File: config.mk
export PLATFORM = sky130hd
export DESIGN_NAME = rs_chien_sched_flat
export DESIGN_NICKNAME = d
export VERILOG_FILES = /design/src/rtl/rs_chien_sched_if.sv /design/src/rtl/rs_chien_sched.sv /design/src/flat_wrapper.sv
export SDC_FILE = /design/constraint.sdc
export NUM_CORES = 1
export LEC_CHECK = 0
export ABC_AREA = 1
export BUFFER_PORTS_ARGS = -buffer_cell sky130_fd_sc_hd__clkbuf_2
export CELL_PAD_IN_SITES_DETAIL_PLACEMENT = 0
export CELL_PAD_IN_SITES_GLOBAL_PLACEMENT = 2
export CORE_MARGIN = 5
export CORE_UTILIZATION = 27
export CTS_CLUSTER_SIZE = 16
export DETAILED_ROUTE_END_ITERATION = 7
export PLACE_DENSITY_LB_ADDON = 0.25
export SKIP_LAST_GASP = 1
export SLEW_MARGIN = 15
export SYNTH_ARGS = -nofsm -noshare
export SYNTH_HDL_FRONTEND = slang
export SYNTH_SLANG_ARGS = --single-unit
File: constraint.sdc
create_clock -name aclk -period 7.1 [get_ports aclk]
set_input_delay 0.71 -clock aclk [delete_from_list [all_inputs] [get_ports aclk]]
set_output_delay 0.71 -clock aclk [all_outputs]
set_load 0.02 [all_outputs]
File: src/rtl/rs_chien_sched_if.sv
// Lane request/response and Chien-unit signal bundle for rs_chien_sched.
// slave is the scheduler's view; master is the lanes and the Chien unit together.
interface rs_chien_sched_if #(
  parameter int NUM_REQ    = 2,
  parameter int SYMB_WIDTH = 8,
  parameter int T_LEN      = 8
);
  localparam int LOC_W = (T_LEN + 1) * SYMB_WIDTH;
  localparam int POS_W = T_LEN * SYMB_WIDTH;

  logic [NUM_REQ-1:0]       req_vld;
  logic [NUM_REQ-1:0]       req_rdy;
  logic [NUM_REQ*LOC_W-1:0] req_locator;
  logic [LOC_W-1:0]         chien_locator;
  logic                     chien_locator_vld;
  logic [POS_W-1:0]         chien_positions;
  logic                     chien_positions_vld;
  logic [NUM_REQ-1:0]       rsp_vld;
  logic [NUM_REQ-1:0]       rsp_rdy;
  logic [POS_W-1:0]         rsp_positions;
  logic                     rsp_err;
  logic                     busy;

  modport slave (
    input  req_vld, req_locator, chien_positions, chien_positions_vld, rsp_rdy,
    output req_rdy, chien_locator, chien_locator_vld, rsp_vld, rsp_positions,
           rsp_err, busy
  );

  modport master (
    output req_vld, req_locator, chien_positions, chien_positions_vld, rsp_rdy,
    input  req_rdy, chien_locator, chien_locator_vld, rsp_vld, rsp_positions,
           rsp_err, busy
  );
endinterface

File: src/rtl/rs_chien_sched.sv
// Round-robin scheduler sharing one Chien-search unit between NUM_REQ decoder
// lanes, with a watchdog that turns a missing Chien answer into an error response.
//
// state | meaning
// IDLE  | arbitrating; req_rdy asserted combinationally for the granted lane
// ISSUE | one-cycle start pulse to the Chien unit, watchdog cleared
// WAIT  | waiting for chien_positions_vld or watchdog expiry
// RESP  | presenting the result to the owning lane until it accepts
module rs_chien_sched #(
  parameter int NUM_REQ     = 2,
  parameter int SYMB_WIDTH  = 8,
  parameter int T_LEN       = 8,
  parameter int TIMEOUT_CYC = 64,
  parameter int ID_WIDTH    = $clog2(NUM_REQ)
) (
  input logic              aclk,
  input logic              areset,
  rs_chien_sched_if.slave  bus
);
  localparam int LOC_W = (T_LEN + 1) * SYMB_WIDTH;
  localparam int POS_W = T_LEN * SYMB_WIDTH;
  localparam int WD_W  = $clog2(TIMEOUT_CYC);
  localparam logic [WD_W-1:0]     WD_LAST  = WD_W'(TIMEOUT_CYC - 1);
  localparam logic [ID_WIDTH-1:0] LAST_IDX = ID_WIDTH'(NUM_REQ - 1);

  typedef enum logic [1:0] {
    ST_IDLE  = 2'd0,
    ST_ISSUE = 2'd1,
    ST_WAIT  = 2'd2,
    ST_RESP  = 2'd3
  } state_t;

  state_t state, next_state;

  logic [ID_WIDTH-1:0] rr_ptr;
  logic [ID_WIDTH-1:0] owner;
  logic [WD_W-1:0]     wdog;
  logic [LOC_W-1:0]    loc_r;
  logic [POS_W-1:0]    pos_r;
  logic                err_r;

  logic [LOC_W-1:0]    lane_loc [NUM_REQ];
  logic                grant_found;
  logic [ID_WIDTH-1:0] grant_idx;
  logic [ID_WIDTH-1:0] next_ptr;
  int                  cand;

  logic                accept;
  logic                res_take;
  logic                tmo;
  logic [NUM_REQ-1:0]  req_rdy_c;
  logic [NUM_REQ-1:0]  rsp_vld_c;

  for (genvar k = 0; k < NUM_REQ; k++) begin : g_slice
    assign lane_loc[k] = bus.req_locator[k*LOC_W +: LOC_W];
  end

  // first requesting lane at or after rr_ptr, wrapping
  always_comb begin
    grant_found = 1'b0;
    grant_idx   = '0;
    cand        = 0;
    for (int i = 0; i < NUM_REQ; i++) begin
      cand = (int'(rr_ptr) + i) % NUM_REQ;
      if (!grant_found && bus.req_vld[ID_WIDTH'(cand)]) begin
        grant_found = 1'b1;
        grant_idx   = ID_WIDTH'(cand);
      end
    end
  end

  assign next_ptr = (grant_idx == LAST_IDX) ? '0 : grant_idx + 1'b1;

  always_ff @(posedge aclk or posedge areset) begin
    if (areset) begin
      state <= ST_IDLE;
    end else begin
      state <= next_state;
    end
  end

  always_comb begin
    next_state = state;
    accept     = 1'b0;
    res_take   = 1'b0;
    tmo        = 1'b0;
    req_rdy_c  = '0;
    case (state)
      ST_IDLE: begin
        if (grant_found) begin
          req_rdy_c[grant_idx] = 1'b1;
          accept               = 1'b1;
          next_state           = ST_ISSUE;
        end
      end
      ST_ISSUE: next_state = ST_WAIT;
      ST_WAIT: begin
        // a result landing on the expiry cycle still wins
        if (bus.chien_positions_vld) begin
          res_take   = 1'b1;
          next_state = ST_RESP;
        end else if (wdog == WD_LAST) begin
          tmo        = 1'b1;
          next_state = ST_RESP;
        end
      end
      ST_RESP: begin
        if (bus.rsp_rdy[owner]) next_state = ST_IDLE;
      end
      default: next_state = ST_IDLE;
    endcase
  end

  always_comb begin
    rsp_vld_c = '0;
    for (int k = 0; k < NUM_REQ; k++) begin
      rsp_vld_c[k] = (state == ST_RESP) && (owner == ID_WIDTH'(k));
    end
  end

  always_ff @(posedge aclk or posedge areset) begin
    if (areset) begin
      rr_ptr <= '0;
      owner  <= '0;
      wdog   <= '0;
      loc_r  <= '0;
      pos_r  <= '0;
      err_r  <= 1'b0;
    end else begin
      if (accept) begin
        loc_r  <= lane_loc[grant_idx];
        owner  <= grant_idx;
        rr_ptr <= next_ptr;
      end
      // only counts while staying in WAIT, so it never wraps
      if (state == ST_ISSUE) begin
        wdog <= '0;
      end else if (state == ST_WAIT && next_state == ST_WAIT) begin
        wdog <= wdog + 1'b1;
      end
      if (res_take) begin
        pos_r <= bus.chien_positions;
        err_r <= 1'b0;
      end else if (tmo) begin
        pos_r <= '0;
        err_r <= 1'b1;
      end
    end
  end

  // gated so a request pending during reset sees no accept
  assign bus.req_rdy           = req_rdy_c & {NUM_REQ{~areset}};
  assign bus.chien_locator     = loc_r;
  assign bus.chien_locator_vld = (state == ST_ISSUE);
  assign bus.rsp_vld           = rsp_vld_c;
  assign bus.rsp_positions     = pos_r;
  assign bus.rsp_err           = err_r;
  assign bus.busy              = (state != ST_IDLE);
endmodule
File: src/flat_wrapper.sv
// flat-port wrapper written by rule: the top's interface ports become plain ports
module rs_chien_sched_flat 
#(
  parameter int NUM_REQ     = 2,
  parameter int SYMB_WIDTH  = 8,
  parameter int T_LEN       = 8,
  parameter int TIMEOUT_CYC = 64,
  parameter int ID_WIDTH    = $clog2(NUM_REQ)
)
  (aclk, areset, bus_req_vld, bus_req_locator, bus_chien_positions, bus_chien_positions_vld, bus_rsp_rdy, bus_req_rdy, bus_chien_locator, bus_chien_locator_vld, bus_rsp_vld, bus_rsp_positions, bus_rsp_err, bus_busy);
  rs_chien_sched_if #(.NUM_REQ(NUM_REQ), .SYMB_WIDTH(SYMB_WIDTH), .T_LEN(T_LEN)) bus_i ();
  input logic aclk;
  input logic areset;
  input wire logic [$bits(bus_i.req_vld)-1:0] bus_req_vld;
  input wire logic [$bits(bus_i.req_locator)-1:0] bus_req_locator;
  input wire logic [$bits(bus_i.chien_positions)-1:0] bus_chien_positions;
  input wire logic [$bits(bus_i.chien_positions_vld)-1:0] bus_chien_positions_vld;
  input wire logic [$bits(bus_i.rsp_rdy)-1:0] bus_rsp_rdy;
  output wire logic [$bits(bus_i.req_rdy)-1:0] bus_req_rdy;
  output wire logic [$bits(bus_i.chien_locator)-1:0] bus_chien_locator;
  output wire logic [$bits(bus_i.chien_locator_vld)-1:0] bus_chien_locator_vld;
  output wire logic [$bits(bus_i.rsp_vld)-1:0] bus_rsp_vld;
  output wire logic [$bits(bus_i.rsp_positions)-1:0] bus_rsp_positions;
  output wire logic [$bits(bus_i.rsp_err)-1:0] bus_rsp_err;
  output wire logic [$bits(bus_i.busy)-1:0] bus_busy;
  assign bus_i.req_vld = bus_req_vld;
  assign bus_i.req_locator = bus_req_locator;
  assign bus_i.chien_positions = bus_chien_positions;
  assign bus_i.chien_positions_vld = bus_chien_positions_vld;
  assign bus_i.rsp_rdy = bus_rsp_rdy;
  assign bus_req_rdy = bus_i.req_rdy;
  assign bus_chien_locator = bus_i.chien_locator;
  assign bus_chien_locator_vld = bus_i.chien_locator_vld;
  assign bus_rsp_vld = bus_i.rsp_vld;
  assign bus_rsp_positions = bus_i.rsp_positions;
  assign bus_rsp_err = bus_i.rsp_err;
  assign bus_busy = bus_i.busy;
  rs_chien_sched #(.NUM_REQ(NUM_REQ), .SYMB_WIDTH(SYMB_WIDTH), .T_LEN(T_LEN), .TIMEOUT_CYC(TIMEOUT_CYC), .ID_WIDTH(ID_WIDTH)) u_core (.aclk(aclk), .areset(areset), .bus(bus_i));
endmodule
# After elaboration in Yosys (flattened, before gate mapping)
# Index checks and enable logic that the tools add are counted.
dict set report totals {
  latchBits 0
  input_bits 215
  out_inout_bits 143
  ram_bits 0
  mem_bits_ro 0
  register_bits 147
  word_cells 71
  mem_count 0
}
dict set report op_classes {
  n_eq_ne 5
  add_sub_neg 3
  mul 0
  magnitude_cmp 6
  reduce_logical 10
  div 0
  shift 0
  muxes 36
  bitwise 4
}
# operator n
set ops {}
lappend ops {{72-bit 2-to-1 mux} 3}
lappend ops {{64-bit 2-to-1 mux} 2}
lappend ops {{1-bit 2-to-1 mux} 21}
lappend ops {{2-bit 2-to-1 mux} 6}
lappend ops {{6-bit 2-to-1 mux} 2}
lappend ops {{2-bit case mux with 4 select lines} 1}
lappend ops {{6-bit by 1-bit adder with 6-bit output, second input constant} 1}
lappend ops {{2-bit == test, second input constant} 3}
lappend ops {{6-bit == test, second input constant} 1}
lappend ops {{1-bit by 3-bit < comparator with 1-bit output, second input constant} 2}
lappend ops {{2-bit nonzero test} 3}
lappend ops {{1-bit logical AND} 5}
lappend ops {{1-bit by 2-bit < comparator with 1-bit output, second input constant} 2}
lappend ops {{1-bit adder, second input constant} 2}
lappend ops {{2-bit AND} 1}
lappend ops {{2-bit by 1-bit == test with 1-bit output, second input constant} 1}
lappend ops {{2-bit greater-or-equal comparator, second input constant} 1}
lappend ops {{2-bit zero test} 1}
lappend ops {{1-bit NOT} 2}
lappend ops {{1-bit NOT with 2-bit output} 1}
lappend ops {{1-bit demux with 1-bit select} 1}
lappend ops {{1-bit greater-or-equal comparator, second input constant} 1}
lappend ops {{1-bit zero test} 1}

# Longest topological paths before layout
# Gate-level depths: netlist of run 1.
dict set report depth {
  ltp_word 14
  mapped_depth 9
  mapped_depth_nobuf 9
}

# Worst setup path before layout of run 1
# Ideal clock, no wire load.
dict set report synth_path {
  path_kind {input -> output}
  start {in bus_req_vld[0]}
  end {out bus_req_rdy[0]}
  slack_ns 4.722
  required_ns 6.390
  n_path_buf 2
  cell_stages 5
  t_arrival_ns 1.668
  cell_sequence {buf_2 nand2_2 buf_1 nand2_1 nor2_1}
}
dict set report synth_via {
  elab_chain_len 13
  elab_cells_between_ends 18
  cone_classes {order compare: 2; mux: 12; bitwise: 1; reduce/logical: 3}
}
# item line
set synth_lines {}
lappend synth_lines {{start, declared} flat_wrapper.sv:14} ;# input wire logic [$bits(bus_i.req_vld)-1:0] bus_req_vld;
lappend synth_lines {{1-bit 2-to-1 mux (not written as such) (2 in a row)} rs_chien_sched.sv:65} ;# if (!grant_found && bus.req_vld[ID_WIDTH'(cand)]) begin
lappend synth_lines {{1-bit 2-to-1 mux} rs_chien_sched.sv:65}
lappend synth_lines {{1-bit zero test} rs_chien_sched.sv:65}
lappend synth_lines {{1-bit logical AND} rs_chien_sched.sv:65}
lappend synth_lines {{1-bit 2-to-1 mux} rs_chien_sched.sv:65}
lappend synth_lines {{1-bit by 2-bit < comparator with 1-bit output (not written as such) or 1-bit greater-or-equal comparator (tied branches)} rs_chien_sched.sv:91} ;# req_rdy_c[grant_idx] = 1'b1;
lappend synth_lines {{1-bit logical AND (not written as such)} rs_chien_sched.sv:91}
lappend synth_lines {{1-bit 2-to-1 mux (not written as such)} rs_chien_sched.sv:91}
lappend synth_lines {{1-bit demux with 1-bit select} -}
lappend synth_lines {{2-bit 2-to-1 mux (*)} rs_chien_sched.sv:90} ;# if (grant_found) begin
lappend synth_lines {{2-bit 2-to-1 mux (*)} rs_chien_sched.sv:88} ;# case (state)
lappend synth_lines {{2-bit AND (*)} rs_chien_sched.sv:152} ;# assign bus.req_rdy = req_rdy_c & {NUM_REQ{~areset}};
lappend synth_lines {{end, declared} flat_wrapper.sv:19} ;# output wire logic [$bits(bus_i.req_rdy)-1:0] bus_req_rdy;
# Every way passes the cells marked *; elsewhere a longest branch is shown, timed or not. The select of a mux whose other input is x is not followed.

# Worst setup path in the final report of run 1
dict set report layout_path {
  start {in bus_req_vld[0]}
  end {out bus_req_rdy[1]}
}
# Same word-level chain as after synthesis.

==> impl_metrics.json, run 1 <==
{
  "path_cells": "clkbuf_2, nand2_2, inv_4, nand2_1, nor2_1, clkbuf_2",
  "maxCapViolations": 0,
  "fin_nets": 1173,
  "place_ws_ns": 4.111,
  "cp_max_fo": 42,
  "antenna_found_initial": 0,
  "final_antenna_net_count": 0,
  "slowest_delay_ns": 0.38,
  "avgSynthCellArea_um2": 10.13,
  "die_x_um": 163.3,
  "yosys_register_bits": 147,
  "postLayoutCellArea_um2": 8803,
  "worst_pin_slew_ns": 0.9248,
  "clockRootBuffer": "clkbuf_16",
  "status": "completed",
  "path_clk_slew_ns": 0.07,
  "hpwl_um": 15730,
  "area_delta_synth_final_pct": 38.80,
  "syn-num-nets": 842,
  "power_density_nw_per_um2": 481.0,
  "grt_pass1_wl_um": 34600,
  "start_kind": "input port",
  "final_cells": 1288,
  "grt_usage_pct": 16.68,
  "crit_path_end_kind": "primary output",
  "rows": 56,
  "max_freq_mhz": 354.7,
  "fin_skew_ns": 0.01363,
  "grt_max_degree": 93,
  "required_ns": 6.39,
  "grt_pass1_vias": 5987,
  "ys_types": 25,
  "critPathKind": "in -> out",
  "post_cts_buffers": 0,
  "ys_seq_area_share_pct": 58.00,
  "clock_path_buffers": 2,
  "leakagePower_nw": 4.729,
  "fin_crit_ns": 2.819,
  "cts_tree": "built",
  "h-tree-depth": 4,
  "core_um2": 23330,
  "overflow": 0,
  "clk-insertion-delay-late_ns": 0.42,
  "initial_utilization_pct": 27.18,
  "cpMaxStageDelayCell": "inv_4",
  "fin_tns_setup_ns": 0,
  "yosysWarnings": 0,
  "drt_iter0_drc": 355,
  "syn_inst": 626,
  "drcViolationCount": 0,
  "cp_top_family": "buffers and inverters",
  "rsz0062_at_grt": "no",
  "hold_viol": 0,
  "diodes": 0,
  "cts-resized-gates": 0,
  "die_h_um": 163.3,
  "cts_sinks": 147,
  "worst_slack_ns": 4.281,
  "drive_above_1_share_pct": 45.82,
  "vdd_drop_max_mv": 0.1541,
  "dp.cells": 1257,
  "final_max_slew_viol_count": 0,
  "finalSetupViolations": 0,
  "cp.arrival_ns": 2.11,
  "dr.pass1.iters": 4,
  "final_common_cell": "clkbuf_2",
  "hold_path_class": "in -> async",
  "placed_area_um2": 8260,
  "slew_headroom_pct": 38.35,
  "dieArea_um2": 26660,
  "via_per_inst": 4.589,
  "gp_congestion": 0.7256,
  "critPathBufInv": 3,
  "ctsHoldBuffers": 0,
  "routed_wl_um": 22770,
  "post_drt_wl_per_cell_um": 17.68,
  "io_pins": 358,
  "path_common_cell": "clkbuf_2",
  "fin_crit_sh_pct": 39.71,
  "port_buffers": 356,
  "layout_common_cells": "clkbuf_2, nand3_1, dfrtp_1, nand2_1, a22o_2",
  "fill_cells": 2476,
  "vias": 5911,
  "cts_made_buffers": 17,
  "syn-cell-area_um2": 6342
}
final cells by class:
cell class | count | area (um2) | area share (%)
Inverter | 13 | 56.30 | 0.6396
Multi-Input combinational cell | 415 | 2291 | 26.02
Timing Repair Buffer | 363 | 1834 | 20.84
Clock buffer | 17 | 425.4 | 4.832
Clock inverter | 14 | 117.6 | 1.336
Sequential cell | 147 | 3680 | 41.80
Tap cell | 319 | 399.1 | 4.534
cells in the mapped netlist:
library cell | n | area (um2)
nand2_2 | 3 | 18.77
a22o_2 | 33 | 330.3
xor2_1 | 1 | 8.760
inv_1 | 11 | 41.29
nand2_1 | 101 | 379.1
buf_6 | 15 | 168.9
nand3_1 | 202 | 1011
a31o_2 | 1 | 8.760
o21ai_1 | 1 | 5.000
buf_1 | 8 | 30.03
nand3b_1 | 2 | 15.01
a22o_1 | 31 | 271.5
nor2_1 | 15 | 56.30
clkbuf_1 | 12 | 45.04
o31ai_1 | 7 | 52.55
inv_2 | 2 | 7.510
a21oi_4 | 1 | 16.27
nand2_4 | 1 | 11.26
ha_1 | 1 | 12.51
or2_2 | 2 | 12.51
dfrtp_1 | 147 | 3679
buf_2 | 16 | 80.08
nor2_2 | 3 | 18.77
nor2_4 | 2 | 22.52
a21oi_1 | 8 | 40.04
power by group:
group | switching, mW | internal [mW] | leakage [nW]
combinational | 1.26 | 0.661 | 2.65
clock | 0.398 | 0.456 | 0.253
sequential | 0.228 | 1.24 | 1.82
state kept, by name (all words and copies together), names as in the netlist:
name / count
u_core.bus.chien_locator: 72
u_core.bus.rsp_positions: 64
u_core.wdog: 6
u_core.state: 2
u_core.bus.rsp_err: 1
u_core.owner: 1
u_core.rr_ptr: 1
through the flow:
step	total power, mW	util [%]	hold slack, ns
after global placement	3.440	35.40	0.4673
after detailed placement	3.429	35.40	0.4698
after CTS	4.310	37.73	0.4859
final	4.234	37.73	0.4611
after global routing	4.527	37.73	0.4926
after floorplan	2.751	-	0.4648
layer usage:
layer	GRT usage [%]	vias up	wire length, um
li1	-	2869	-
met1	22.05	2762	9857
met2	25.19	264	10080
met3	7.015	16	2558
met4	4.613	0	275
met5	0	-	0
kinds of logic (layout without fill, tap and decap cells):
kind of cell	after synthesis	in the layout	synth area share [%]
simple gates	331	331	24.36
flops	147	147	58.00
compound gates	82	82	11.42
buf+inv	64	407	5.879
fa+ha+maj	1	1	0.1972
xor+xnor	1	1	0.1381
final timing paths:
path / cells past startpoint / startpoint / end / slack, ns
worst max-delay path: 6 / bus_req_vld[0] / bus_req_rdy[1] / 4.28
worst min-delay path: 2 / areset / u_core.bus.chien_locator[3] / 0.46
worst max register to register: 6 / u_core.state[1] / u_core.bus.chien_locator[58] / 4.63
worst min register to register: 2 / u_core.bus.chien_locator[5] / u_core.bus.chien_locator[5] / 0.48
max in group asynchronous: 3 / areset / u_core.wdog[1] / 5.22
min in group aclk: 2 / u_core.bus.chien_locator[5] / u_core.bus.chien_locator[5] / 0.48
worst register-to-register path: stages (launching register included):
cell and delay [ns]:
dfrtp_1 0.44, nor2_2 0.14, nand2_2 0.20, inv_4 0.38, buf_4 0.77, nand3_1 0.33
nand3_1 0.16
Power figures use the tool's default switching activity.
==> run 2: changes to the inputs <==
- CORE_UTILIZATION: 27 -> 22
- clock period: 7.1 -> 2.35 ns (I/O delays scaled with it)
==> run 2 against run 1 <==
  * Global-route usage is 2.4 points lower
  * Flip-flop and latch count stayed put
  * Utilization down 5.7 points
  * Total power increased to 3.2 times the previous value
  * Clock power grew to 3.7 times the previous value
  * First-iteration DRC count decreased by 23%
  * Sequential share of layout area decreased by 1.5 points
  * Count of clock-buffer cells in the layout is 1 higher
  * Setup slack got worse by 4.1 ns
  * Register-to-register slack got worse by 4.1 ns
  * Sequential power increased to 3.1 times the previous value
  * Combinational power rose to 3.1 times the previous value
  * Critical path type is now reg -> out
  * Critical endpoint unchanged
  * Largest cell class unchanged
==> impl_metrics.json, run 2 (same netlist as run 1, synthesis figures left out) <==
{
  "hold_path_class": "in -> reg",
  "max_freq_mhz": 462.1,
  "hpwl_um": 16460,
  "drt_iter0_drc": 272,
  "clk-insertion-delay-late_ns": 0.42,
  "drcViolationCount": 0,
  "final_max_slew_viol_count": 0,
  "dr.pass1.iters": 4,
  "post_drt_wl_per_cell_um": 17.39,
  "required_ns": 2.12,
  "grt_pass1_wl_um": 36850,
  "die_x_um": 179.8,
  "reg2regPathDepth": 6,
  "gp_congestion": 0.7678,
  "diodes": 0,
  "final_common_cell": "clkbuf_2",
  "cp.arrival_ns": 1.93,
  "routed_wl_um": 23590,
  "grt_usage_pct": 14.27,
  "dieArea_um2": 32320,
  "switchingPower_mw": 5.738,
  "cts_sinks": 147,
  "switching_share_pct": 42.48,
  "largest_reg_flops": 72,
  "critical_path.startpoint": "u_core.state[1]",
  "finalSetupViolations": 0,
  "drive_above_1_share_pct": 45.94,
  "pwr-share-clk_pct": 23.2,
  "overflow": 0,
  "port_buffers": 356,
  "fin_crit_sh_pct": 92.09,
  "cts_made_buffers": 17,
  "fin_tns_setup_ns": 0,
  "cpMaxStageDelayCell": "dfrtp_1",
  "status": "completed",
  "rsz0062_at_grt": "no",
  "hold_viol": 0,
  "clockRootBuffer": "clkbuf_16",
  "post-route-util_pct": 31.99,
  "clock_path_buffers": 2,
  "via_per_inst": 4.358,
  "antenna_found_initial": 0,
  "r2r-start": "u_core.wdog[0]",
  "intPower_mw": 7.770,
  "start_kind": "flip-flop",
  "area_delta_synth_final_pct": 43.99,
  "cp_max_fo": 33,
  "leakagePower_nw": 4.854,
  "h-tree-depth": 4,
  "layout_common_cells": "clkbuf_2, nand3_1, dfrtp_1, nand2_1, a22o_2",
  "initial_utilization_pct": 22.22,
  "cts_tree": "built",
  "worst_pin_slew_ns": 0.7301,
  "fin_skew_ns": 0.01100,
  "power_density_nw_per_um2": 1479,
  "r2r_end": "u_core.bus.rsp_positions[12]",
  "path_clk_slew_ns": 0.07,
  "io_pins": 358,
  "slowest_delay_ns": 0.44,
  "critPathKind": "reg -> out",
  "grt_max_degree": 119,
  "maxCapViolations": 0,
  "crit_path_end_kind": "primary output",
  "rrSetupSlack_ns": 0.51,
  "final_antenna_net_count": 0,
  "seqPwrFrac_pct": 33.1,
  "path_cells": "nor2_2, nand2_4, inv_8, nand2_1, nor2_1, clkbuf_2",
  "slew_headroom_pct": 51.33,
  "combPwrFrac_pct": 43.8,
  "worstSetupEndpoint": "bus_req_rdy[1]",
  "rows": 62,
  "vdd_drop_max_mv": 0.4810,
  "fin_crit_ns": 2.164,
  "vias": 5914,
  "core_um2": 28550,
  "die_h_um": 179.8,
  "grt_pass1_vias": 6247,
  "fin_nets": 1177
}
==> run 2: how the worst min path moves through the flow <==
stage	endpoint	start	cells past startpoint	slack (ns)
floorplan	u_core.bus.rsp_positions[58]	bus_chien_positions[58]	1	0.37
global placement	u_core.bus.chien_locator[7]	areset	3	0.43
detailed placement	u_core.bus.chien_locator[7]	areset	3	0.43
CTS	u_core.bus.rsp_positions[23]	bus_chien_positions[23]	2	0.01
global route	u_core.bus.rsp_positions[19]	bus_chien_positions[19]	2	0.007
finish	u_core.bus.rsp_positions[19]	bus_chien_positions[19]	2	0.04
==> run 2: worst max-delay path, delay by kind of cell, from the launching register on <==
kind | cells | cell delay, ns
simple gates | 4 | 0.61
buf+inv | 2 | 0.43
flops | 1 | 0.44
==> run 2: layout make-up <==
| type | instances | area [um2] |
|---|---|---|
| clock inverter | 13 | 222.7 |
| inverter | 13 | 60.06 |
| clock buffer | 18 | 439.2 |
| sequential | 147 | 3680 |
| tap | 384 | 480.5 |
| multi-input combinational | 415 | 2296 |
| fill | 3046 | 19410 |
| timing repair buffer | 367 | 1954 |
==> run 2: power by group through the flow <==
| stage | Sequential [mW] | Clock, mW | Combinational (mW) |
|---|---|---|---|
| 2_1_floorplan | 5.78 | 0 | 2.54 |
| 5_1_grt | 4.65 | 3.35 | 6.47 |
| 6_report | 4.47 | 3.13 | 5.91 |
| 3_5_place_dp | 4.50 | 0 | 6.05 |
| 4_1_cts | 4.48 | 3.25 | 6.07 |
| 3_3_place_gp | 4.50 | 0 | 6.12 |
==> run 2: per-stage QoR <==
stage          worst slack [ns]  hold WS (ns)  std cells  total power [mW]  area, um2
2_1_floorplan            0.2680        0.3747        626             8.313       6346
3_3_place_gp             0.4705        0.4302       1325             10.62       8456
3_5_place_dp             0.4525        0.4340       1325             10.55       8456
4_1_cts                 0.07452       0.01269       1357             13.80       9130
5_1_grt                0.002655      0.007478       1357             14.46       9133
6_report                 0.1858       0.03878       1357             13.51       9133
==> run 2: layer usage <==
layer | up-vias | routed length [um] | share of wire [%] | global-route usage, %
li1 | 2883 | - | - | -
met1 | 2738 | 10450 | 44 | 18.27
met2 | 278 | 10480 | 44 | 22.07
met3 | 15 | 2411 | 10 | 6.629
met4 | 0 | 257 | 1.1 | 3.353
met5 | - | 0 | 0 | 0
==> run 2: what timing repair did <==
| action | 4_1_cts | 5_1_grt |
|---|---|---|
| setup buffers | 0 | 0 |
| hold buffers | 1 | 0 |
| hold endpoints to repair | 29 | 0 |
| endpoints found under the setup margin | 2 | 2 |
| resized for setup | 1 | 1 |
